## src/rtl/mem_access_stage.sv

```systemverilog
// Memory-access stage: turns execute-stage LDR/STR/LDRB/STRB into a req/ack RAM
// transaction, stalls execute while the RAM is busy and returns formatted load data.
module mem_access_stage (
    input  logic        clk,
    input  logic        rst,
    input  logic        ex_valid,
    input  logic        ex_load,
    input  logic        ex_store,
    input  logic        ex_byte,
    input  logic [31:0] ex_addr,
    input  logic [31:0] ex_str_data,
    input  logic [3:0]  ex_rd,
    output logic        stall,
    output logic        mem_req,
    output logic        mem_we,
    output logic [31:0] mem_addr,
    output logic [31:0] mem_wdata,
    output logic [3:0]  mem_be,
    input  logic        mem_ack,
    input  logic [31:0] mem_rdata,
    output logic [31:0] ram_data2,
    output logic        forward_w_data,
    output logic [3:0]  wb_addr,
    output logic        wb_en
);

    typedef enum logic [1:0] {
        IDLE,
        WAIT,
        DONE
    } state_t;

    state_t      state;
    logic        lat_load;
    logic        lat_byte;
    logic [1:0]  lat_off;
    logic [3:0]  lat_rd;

    logic        accept;
    logic [3:0]  acc_be;
    logic [31:0] acc_wdata;
    logic [31:0] load_fmt;

    always_comb begin
        accept    = ex_valid & (ex_load | ex_store);
        acc_be    = ex_byte ? (4'b0001 << ex_addr[1:0]) : 4'hF;
        acc_wdata = ex_byte ? {4{ex_str_data[7:0]}} : ex_str_data;
        stall     = (state == WAIT);
    end

    // Rotate right by whole bytes; the low byte of the rotated word is the addressed lane.
    always_comb begin
        load_fmt = mem_rdata;
        case (lat_off)
            2'd0: load_fmt = mem_rdata;
            2'd1: load_fmt = {mem_rdata[7:0],  mem_rdata[31:8]};
            2'd2: load_fmt = {mem_rdata[15:0], mem_rdata[31:16]};
            2'd3: load_fmt = {mem_rdata[23:0], mem_rdata[31:24]};
            default: load_fmt = mem_rdata;
        endcase
        if (lat_byte) begin
            load_fmt = {24'd0, load_fmt[7:0]};
        end
    end

    always_ff @(posedge clk) begin
        if (rst) begin
            state          <= IDLE;
            lat_load       <= 1'b0;
            lat_byte       <= 1'b0;
            lat_off        <= '0;
            lat_rd         <= '0;
            mem_req        <= 1'b0;
            mem_we         <= 1'b0;
            mem_addr       <= '0;
            mem_wdata      <= '0;
            mem_be         <= '0;
            ram_data2      <= '0;
            forward_w_data <= 1'b0;
            wb_addr        <= '0;
            wb_en          <= 1'b0;
        end else begin
            case (state)
                IDLE, DONE: begin
                    wb_en          <= 1'b0;
                    forward_w_data <= 1'b0;
                    if (accept) begin
                        state     <= WAIT;
                        mem_req   <= 1'b1;
                        mem_we    <= ~ex_load;
                        mem_addr  <= {ex_addr[31:2], 2'b00};
                        mem_wdata <= acc_wdata;
                        mem_be    <= acc_be;
                        lat_load  <= ex_load;
                        lat_byte  <= ex_byte;
                        lat_off   <= ex_addr[1:0];
                        lat_rd    <= ex_rd;
                    end else begin
                        state <= IDLE;
                    end
                end
                WAIT: begin
                    if (mem_ack) begin
                        state   <= DONE;
                        mem_req <= 1'b0;
                        if (lat_load) begin
                            ram_data2      <= load_fmt;
                            wb_en          <= 1'b1;
                            forward_w_data <= 1'b1;
                            wb_addr        <= lat_rd;
                        end
                    end
                end
                default: state <= IDLE;
            endcase
        end
    end

endmodule
```

## config.mk

```make
export PLATFORM = sky130hd
export DESIGN_NAME = mem_access_stage
export DESIGN_NICKNAME = d
export VERILOG_FILES = /design/src/rtl/mem_access_stage.sv
export SDC_FILE = /design/constraint.sdc
export NUM_CORES = 1
export LEC_CHECK = 0
export ABC_AREA = 1
export CAP_MARGIN = 40
export CORE_MARGIN = 1.5
export CORE_UTILIZATION = 47
export CTS_CLUSTER_SIZE = 25
export DETAILED_ROUTE_END_ITERATION = 8
export PLACE_DENSITY = 0.86
export SYNTH_ARGS = -nofsm -noshare
export SYNTH_HDL_FRONTEND = slang
export SYNTH_SLANG_ARGS = --single-unit
```

## constraint.sdc

```tcl
create_clock -name clk -period 2.6 [get_ports clk]
set_input_delay 0.52 -clock clk [delete_from_list [all_inputs] [get_ports clk]]
set_output_delay 0.52 -clock clk [all_outputs]
set_load 0.005 [all_outputs]
```

### Word-level counts from Yosys, hierarchy flattened

Cells that the tools add are included.
Widths: inputs -> output; s select.

* eq/ne operators: 8
* shifts and indexed selects: 1
* mux-type cells: 13
* bitwise operators: 3
* reductions and logical operators: 8

Operators with widths (number)
* $pmux 32 s4: 1
* $mux 32: 2
* $reduce_and 3->1: 3
* $eq 2x2->1 const B: 3
* $mux 1: 5
* $eq 2x1->1 const B: 2
* $logic_not 2->1: 2
* $mux 4: 1
* $ne 2x1->1 const B: 2
* $pmux 1 s2: 2
* $pmux 2 s2: 1
* $shl 1x2->4 const A: 1
* $mux 2: 1
* $ne 2x2->1 const B: 1
* $reduce_and 2->1: 1
* $reduce_bool 2->1: 1
* $reduce_or 2->1: 1
* $and 1x1->1: 1
* $not 1->1: 1
* $or 1x1->1: 1

* flip-flop bits (word level): 115
* input port bits: 107
* output and inout port bits: 109
* word-level logic and storage cells: 46

### Depth between registers and ports, before layout

Gate-level depths: netlist of run 1.

* depth in word-level cells: 4
* depth in mapped cells: 8

### Least setup slack after synthesis of run 1

Ideal clock, no wire load.

* path kind: input to register
* from: in rst
* to: reg lat_load
* arrival: 1.256 ns
* data required time: 2.530 ns
* setup slack: 1.275 ns
* cell stages on the path: 5
* cell sequence: clkbuf_1 inv_1 clkbuf_1 o21ai_0 a21oi_1

RTL lines
* from (decl): line 5 `input logic rst,`
* to (signal assigned): line 94 `lat_load <= ex_load;`
* to (decl): line 34 `logic lat_load;`

### Worst setup path after layout of run 1

* from: reg state[0]
* to: out stall

* word-level cells in the longest chain between the ends: 1

Ends and longest elaborated chain
* from (decl): line 33 `state_t state;`
* from (signal assigned): line 68 `state <= IDLE;`
* from (signal assigned): line 88 `state <= WAIT;`
* from (signal assigned): line 99 `state <= IDLE;`
* $eq 2x1->1: line 48 `stall = (state == WAIT);`
* to (decl): line 13 `output logic stall,`

No other way between the ends.

==> results of run 1 <==
==> per-stage QoR <==
stage                     worst slack (ns)  hold WS [ns]  utilization
final                                0.354         0.457        0.732
after global routing                 0.289         0.480        0.732
after CTS                            0.340         0.462        0.732
after detailed placement             0.421         0.454        0.680
after global placement               0.526         0.449        0.680
after floorplan                       1.27         0.440            -
==> flip-flops by register name, indices dropped and copies added (netlist names) <==
signal and count:
lat_rd 4, mem_be 4, mem_req 1, lat_byte 1, mem_addr 30, ram_data2 32
mem_wdata 32, lat_load 1, state 2, wb_addr 4, wb_en 1, mem_we 1
lat_off 2
==> cells by family (layout without fill, tap and decap cells) <==
kind of cell,count (synthesis),in the layout,share of synthesized area
compound gates,183,183,0.185
buf+inv,99,298,0.0872
flops,115,115,0.436
other cells,1,3,0.000710
simple gates,351,351,0.291
==> cell usage in the layout (no fill, tap or decap) <==
cell                              synthesis  routed
sky130_fd_sc_hd__or2_1                    4       4
sky130_fd_sc_hd__nor2_2                   2       2
sky130_fd_sc_hd__buf_4                    6       9
sky130_fd_sc_hd__clkbuf_16                0      16
sky130_fd_sc_hd__or2_0                   14      14
sky130_fd_sc_hd__o21ai_0                106     106
sky130_fd_sc_hd__inv_1                   37      35
sky130_fd_sc_hd__or2_2                    5       5
sky130_fd_sc_hd__diode_2                  0       1
sky130_fd_sc_hd__and3_1                   5       5
sky130_fd_sc_hd__dfxtp_1                115     114
sky130_fd_sc_hd__inv_2                    5       7
sky130_fd_sc_hd__nor2_4                   2       2
sky130_fd_sc_hd__clkinv_4                 0       3
sky130_fd_sc_hd__clkinvlp_4               0       2
sky130_fd_sc_hd__nand2_1                 85      85
sky130_fd_sc_hd__nor2_1                 142     142
sky130_fd_sc_hd__a21oi_1                 52      52
sky130_fd_sc_hd__nand3_1                 90      89
sky130_fd_sc_hd__o21bai_1                24      24
sky130_fd_sc_hd__nand3_2                  0       1
sky130_fd_sc_hd__bufinv_16                0       1
sky130_fd_sc_hd__nor3_1                   1       1
sky130_fd_sc_hd__a31oi_1                  1       1
sky130_fd_sc_hd__nand4_4                  1       1
sky130_fd_sc_hd__buf_12                   0       2
sky130_fd_sc_hd__dfxtp_2                  0       1
sky130_fd_sc_hd__inv_6                    0       5
sky130_fd_sc_hd__clkdlybuf4s50_1          0     213
sky130_fd_sc_hd__conb_1                   1       2
sky130_fd_sc_hd__clkbuf_8                 0       3
sky130_fd_sc_hd__clkinv_2                 0       2
==> final timing paths <==
path              startpoint       endpoint  slack (ns)  depth (start not counted)
setup reg to reg  lat_off[0]  ram_data2[27]        0.68                          6
hold reg to reg    lat_rd[2]     wb_addr[2]        0.46                          2
hold / removal     lat_rd[2]     wb_addr[2]        0.46                          2
setup / recovery    state[0]          stall        0.35                          3
==> where the power goes <==
group	internal, W	switching, W	leakage, nW
Sequential	0.00187	0.0000682	0.944
Clock	0.00133	0.000891	0.276
Combinational	0.000464	0.000426	1.82
Total	0.00367	0.00139	3.04
==> critical path: cells and delay by family, from the launching register on <==
family	cells	cell delay, ns
buffers and inverters	2	0.66
flip-flops	1	0.37
AND/OR/NAND/NOR	1	0.19
==> layer usage <==
| metal | vias up | global-route usage |
|---|---|---|
| met1 | 2559 | 0.327 |
| met5 | - | 0 |
| met3 | 35 | 0.119 |
| met4 | 0 | 0.128 |
| li1 | 2839 | - |
| met2 | 287 | 0.471 |
==> cell type report <==
type                    instances  area, um2  share of cell area
multi-input cells             536       2530               0.317
flip-flops and latches        115       2300               0.289
repair buffers                224       2240               0.281
clock buffers                  19        442              0.0554
well taps                     140        175              0.0220
inverters                      42        158              0.0198
clock inverters                13        125              0.0157
diodes                          1       2.50            0.000314
==> impl_metrics.env, run 1 <==
export IMPL_post_synth_num_cell_types=24
export IMPL_top_layer_used="met4"
export IMPL_power_density_nw_per_um2=634
export IMPL_finalNetCount=1043
export IMPL_postSynth_asyncResetShare=0
export IMPL_finalSetupTns_ns=0
export IMPL_die_y_um=109
export IMPL_syn_to_final_growth_pct=50.9
export IMPL_grt_start_max_net_pins=66
export IMPL_synthesis_area_um2=5280
export IMPL_run_status="completed"
export IMPL_clock_skew_ns=0.00673
export IMPL_postSynth_topFlopCell="sky130_fd_sc_hd__dfxtp_1"
export IMPL_fin_crit_ns=2.25
export IMPL_max_cap_violations=0
export IMPL_placement_rows=38
export IMPL_cts_htree_levels=4
export IMPL_finalSetupViolCount=0
export IMPL_globalRoute_totalOverflow=0
export IMPL_share_of_the_cycle_needed_by_the_critical_path_after_routing=0.864
export IMPL_synth_warning_count=0
export IMPL_clock_sink_count=115
export IMPL_ant_nets=0
export IMPL_detailed_place_area_um2=7400
export IMPL_slew_headroom=0.594
export IMPL_hold_path_class="reg2reg"
export IMPL_floorplan_initialDensity=0.485
export IMPL_wl_met1_mm=6.54
export IMPL_x_dimension_of_the_die_um=109
export IMPL_final_design_area_no_fill_um2=7970
export IMPL_post_cts_setup_bufs=0
export IMPL_max_slew_worst_pin_slew_ns=0.608
export IMPL_synth_top_cell_area_share=0.436
export IMPL_via_count_of_the_first_global_routing_pass=5282
export IMPL_clockRootBuffer="sky130_fd_sc_hd__clkbuf_8"
export IMPL_wl_met2_mm=8.17
export IMPL_timing_max_transition_violations_final=0
export IMPL_place_gp_congestion=0.844
export IMPL_tritoncts_clock_tree="done"
export IMPL_drtPass1Iterations=7
export IMPL_crit_type="reg2out"
export IMPL_ys_seq_elements=115
export IMPL_dp_hpwl_mm=11.4
export IMPL_detail_route_wirelength_mm=17.1
export IMPL_power_w=0.00505
export IMPL_drt_iter0_drc=369
export IMPL_worst_path_max_delay_cell="sky130_fd_sc_hd__clkdlybuf4s50_1"
export IMPL_synth_common_cells="sky130_fd_sc_hd__nor2_1, sky130_fd_sc_hd__dfxtp_1, sky130_fd_sc_hd__o21ai_0"
export IMPL_place_inst=1057
export IMPL_most_frequent_cell_after_synthesis="sky130_fd_sc_hd__nor2_1"
export IMPL_holdBufCountCts=0
export IMPL_standard_cell_core_area_um2=10900
export IMPL_drt_wirelength_per_cell_um=15.7
export IMPL_cp_cell_sequence="inv_1 > nor2_1 > clkdlybuf4s50_1"
export IMPL_cellLeakagePower_nw=3.04
export IMPL_synth_top_cell_by_area="sky130_fd_sc_hd__dfxtp_1"
export IMPL_post_synth_main_area_contributors="sky130_fd_sc_hd__dfxtp_1, sky130_fd_sc_hd__nor2_1, sky130_fd_sc_hd__o21ai_0"
export IMPL_i_o_pin_total=216
export IMPL_final_hold_viol_count=0
export IMPL_synth_edff_count=0
export IMPL_cp_data_arrival_time_ns=1.73
export IMPL_wire_length_of_the_first_global_routing_pass_mm=26.2
export IMPL_gr_usage_all_layers=0.287
export IMPL_synthCells=749
export IMPL_design_die_area_um2=11900
export IMPL_critical_path_max_fanout=3
export IMPL_instances_no_fill=1090
export IMPL_end_kind="output pin"
export IMPL_drc_violation_count_after_routing=0
export IMPL_fmax_ghz=0.445
export IMPL_n_fill_cell=880
export IMPL_clkSlewWorstSetupHoldPaths_ns=0.06
export IMPL_postCtsResizedCells=0
export IMPL_worstSkewPairLatency_ns=0.51
export IMPL_routed_wl_met3_mm=1.89
export IMPL_critical_path_max_stage_delay_ns=0.56
export IMPL_tritoncts_num_buffers=17
export IMPL_cp_start_kind="register"
export IMPL_cp_required_ns=2.08
export IMPL_vias=5720
export IMPL_io_buffers=213
export IMPL_grt_antenna_before_repair=1
export IMPL_vias_per_cell=5.25
export IMPL_clockBufferDepth=2
export IMPL_max_vdd_ir_drop_mv=0.387
export IMPL_setup_repair_after_global_routing_missed_its_margin="false"
export IMPL_layout_drive_gt1_share=0.0653
export IMPL_synth_seq_area_share=0.436
export IMPL_syn_area_per_cell_um2=7.05
(Power assumes the default switching activity.)
==> run 2: changes to the inputs <==
--- a/config.mk
+++ b/config.mk
@@ -5,10 +5,9 @@
 export SDC_FILE = /design/constraint.sdc
 export NUM_CORES = 1
 export LEC_CHECK = 0
-export ABC_AREA = 1
 export CAP_MARGIN = 40
 export CORE_MARGIN = 1.5
-export CORE_UTILIZATION = 47
+export CORE_UTILIZATION = 46
 export CTS_CLUSTER_SIZE = 25
 export DETAILED_ROUTE_END_ITERATION = 8
 export PLACE_DENSITY = 0.86
==> impl_metrics.env, run 2 <==
export IMPL_cts_htree_levels=4
export IMPL_synth_top_cell_by_area="sky130_fd_sc_hd__dfxtp_1"
export IMPL_worst_r2r_setup_slack_ns=0.81
export IMPL_synth_top_family_by_area="compound AO/OA/AOI/OAI gates"
export IMPL_slew_headroom=0.529
export IMPL_critical_path_max_stage_delay_ns=0.54
export IMPL_synth_common_cells="sky130_fd_sc_hd__dfxtp_1, sky130_fd_sc_hd__a21oi_1, sky130_fd_sc_hd__mux2i_1"
export IMPL_synth_warning_count=0
export IMPL_synth_compound_area_share=0.217
export IMPL_via_count_of_the_first_global_routing_pass=5098
export IMPL_syn_to_final_growth_pct=53.3
export IMPL_clkSlewWorstSetupHoldPaths_ns=0.06
export IMPL_synth_top_cell_area_share=0.450
export IMPL_final_design_area_no_fill_um2=7850
export IMPL_fin_ws_ns=0.295
export IMPL_drt_wirelength_per_cell_um=19.4
export IMPL_x_dimension_of_the_die_um=109
export IMPL_gr_usage_all_layers=0.290
export IMPL_clockRootBuffer="sky130_fd_sc_hd__clkbuf_8"
export IMPL_worstSkewPairLatency_ns=0.53
export IMPL_post_cts_setup_bufs=0
export IMPL_postSynth_topFlopCell="sky130_fd_sc_hd__dfxtp_1"
export IMPL_ant_nets=0
export IMPL_cp_data_arrival_time_ns=1.79
export IMPL_fmax_ghz=0.434
export IMPL_io_buffers=213
export IMPL_setup_repair_after_global_routing_missed_its_margin="false"
export IMPL_final_core_utilization=0.724
export IMPL_post_synth_main_area_contributors="sky130_fd_sc_hd__dfxtp_1, sky130_fd_sc_hd__mux2i_1, sky130_fd_sc_hd__a21oi_1"
export IMPL_drtPass1Iterations=4
export IMPL_run_status="completed"
export IMPL_drc_violation_count_after_routing=0
export IMPL_final_hold_viol_count=0
export IMPL_place_inst=840
export IMPL_i_o_pin_total=216
export IMPL_grt_start_max_net_pins=52
export IMPL_worst_path_dominant_cell_family="buffers and inverters"
export IMPL_layout_drive_gt1_share=0.0985
export IMPL_standard_cell_core_area_um2=10800
export IMPL_max_vdd_ir_drop_mv=0.452
export IMPL_wire_length_of_the_first_global_routing_pass_mm=26.1
export IMPL_die_y_um=109
export IMPL_placement_rows=38
export IMPL_cp_start_kind="register"
export IMPL_synthesis_area_um2=5120
export IMPL_max_slew_worst_pin_slew_ns=0.707
export IMPL_most_common_cell_after_layout_fill_and_taps_aside="sky130_fd_sc_hd__clkdlybuf4s50_1"
export IMPL_worst_path_max_delay_cell="sky130_fd_sc_hd__clkdlybuf4s50_1"
export IMPL_finalSetupTns_ns=0
export IMPL_ys_seq_elements=115
export IMPL_cellLeakagePower_nw=2.79
export IMPL_tritoncts_clock_tree="done"
export IMPL_fin_crit_ns=2.31
export IMPL_tritoncts_num_buffers=17
export IMPL_dp_hpwl_mm=11.5
export IMPL_vias=5040
export IMPL_globalRoute_totalOverflow=0
export IMPL_clock_skew_ns=0.00685
export IMPL_finalNetCount=826
export IMPL_most_frequent_cell_after_synthesis="sky130_fd_sc_hd__dfxtp_1"
export IMPL_cp_required_ns=2.08
export IMPL_postSynth_asyncResetShare=0
export IMPL_synth_adder_area_share=0
export IMPL_dpl_worst_slack_ns=0.421
export IMPL_postCtsResizedCells=0
export IMPL_vias_per_cell=5.79
export IMPL_cp_buffers_inverters=1
export IMPL_synth_xor_area_frac=0
export IMPL_hold_path_class="reg2reg"
export IMPL_grt_antenna_before_repair=0
export IMPL_antenna_cells=0
export IMPL_mostFrequentLayoutCells="sky130_fd_sc_hd__clkdlybuf4s50_1, sky130_fd_sc_hd__dfxtp_1, sky130_fd_sc_hd__a21oi_1"
export IMPL_drt_iter0_drc=282
export IMPL_max_cap_violations=0
export IMPL_timing_max_transition_violations_final=0
export IMPL_synth_seq_area_share=0.450
export IMPL_n_fill_cell=773
export IMPL_synthCells=527
export IMPL_syn_area_per_cell_um2=9.72
export IMPL_detailed_place_area_um2=7270
export IMPL_cp_cell_sequence="nor2b_1 > clkdlybuf4s50_1"
export IMPL_critical_path_max_fanout=7
export IMPL_floorplan_initialDensity=0.472
export IMPL_clockBufferDepth=2
export IMPL_detail_route_wirelength_mm=16.9
export IMPL_finalSetupViolCount=0
export IMPL_end_kind="output pin"
export IMPL_share_of_the_cycle_needed_by_the_critical_path_after_routing=0.887
export IMPL_instances_no_fill=871
export IMPL_crit_type="reg2out"
export IMPL_power_density_nw_per_um2=633
export IMPL_clock_sink_count=115
export IMPL_design_die_area_um2=11800
export IMPL_synth_edff_count=0
export IMPL_holdBufCountCts=0
export IMPL_biggestRegsByFlops="mem_wdata: 32 flops, ram_data2: 32 flops, mem_addr: 30 flops"
export IMPL_synth_mux_area_frac=0.180
export IMPL_place_gp_congestion=0.826
export IMPL_post_synth_and_or_nand_nor_area_fraction=0.0907
export IMPL_post_synth_num_cell_types=30
## run 2: worst reg2reg max path, delay by kind of cell (launching register included)
| kind | cells | cell delay (ns) |
|---|---|---|
| AOI/OAI and AO/OA | 2 | 0.33 |
| buffers and inverters | 1 | 0.38 |
| DFF | 1 | 0.50 |
| and+or+nand+nor | 1 | 0.50 |
## run 2: layer usage
layer | share of wire | track usage | up-vias
met5 | 0 | 0 | -
met4 | 0.028 | 0.130 | 0
met3 | 0.096 | 0.118 | 36
met2 | 0.49 | 0.481 | 245
met1 | 0.38 | 0.328 | 2423
li1 | - | - | 2336
## run 2: kinds of logic after synthesis
group | Yosys count
AO/OA/AOI/OAI | 189
multiplexers | 72
AND/OR/NAND/NOR | 91
flip-flops | 115
other | 1
buffers and inverters | 59
## run 2: stage by stage
stage | power [W] | hold slack [ns]
final | 0.00497 | 0.450
after global routing | 0.00515 | 0.463
after CTS | 0.00498 | 0.444
after detailed placement | 0.00274 | 0.444
after global placement | 0.00271 | 0.438
after floorplan | 0.00230 | 0.428
## run 2: area by class of cell
class / count / area, um2 / share of cell area
Multi-Input combinational cell: 354 / 2520 / 0.321
Timing Repair Buffer: 230 / 2270 / 0.289
Inverter: 1 / 3.75 / 0.000478
Clock inverter: 9 / 104 / 0.0132
Tap cell: 140 / 175 / 0.0223
Clock buffer: 22 / 473 / 0.0602
Sequential cell: 115 / 2300 / 0.294
## run 2: final timing paths
| path | startpoint | endpoint | cells past startpoint |
|---|---|---|---|
| min reg2reg | lat_rd[2] | wb_addr[2] | 2 |
| max reg2reg | state[0] | mem_addr[16] | 4 |
| max | state[0] | stall | 2 |
| min | lat_rd[2] | wb_addr[2] | 2 |
## run 2: report_power, final
part,switching [W],internal (W)
registers,0.0000732,0.00185
clock network,0.000798,0.00145
logic,0.000347,0.000446
total,0.00122,0.00375
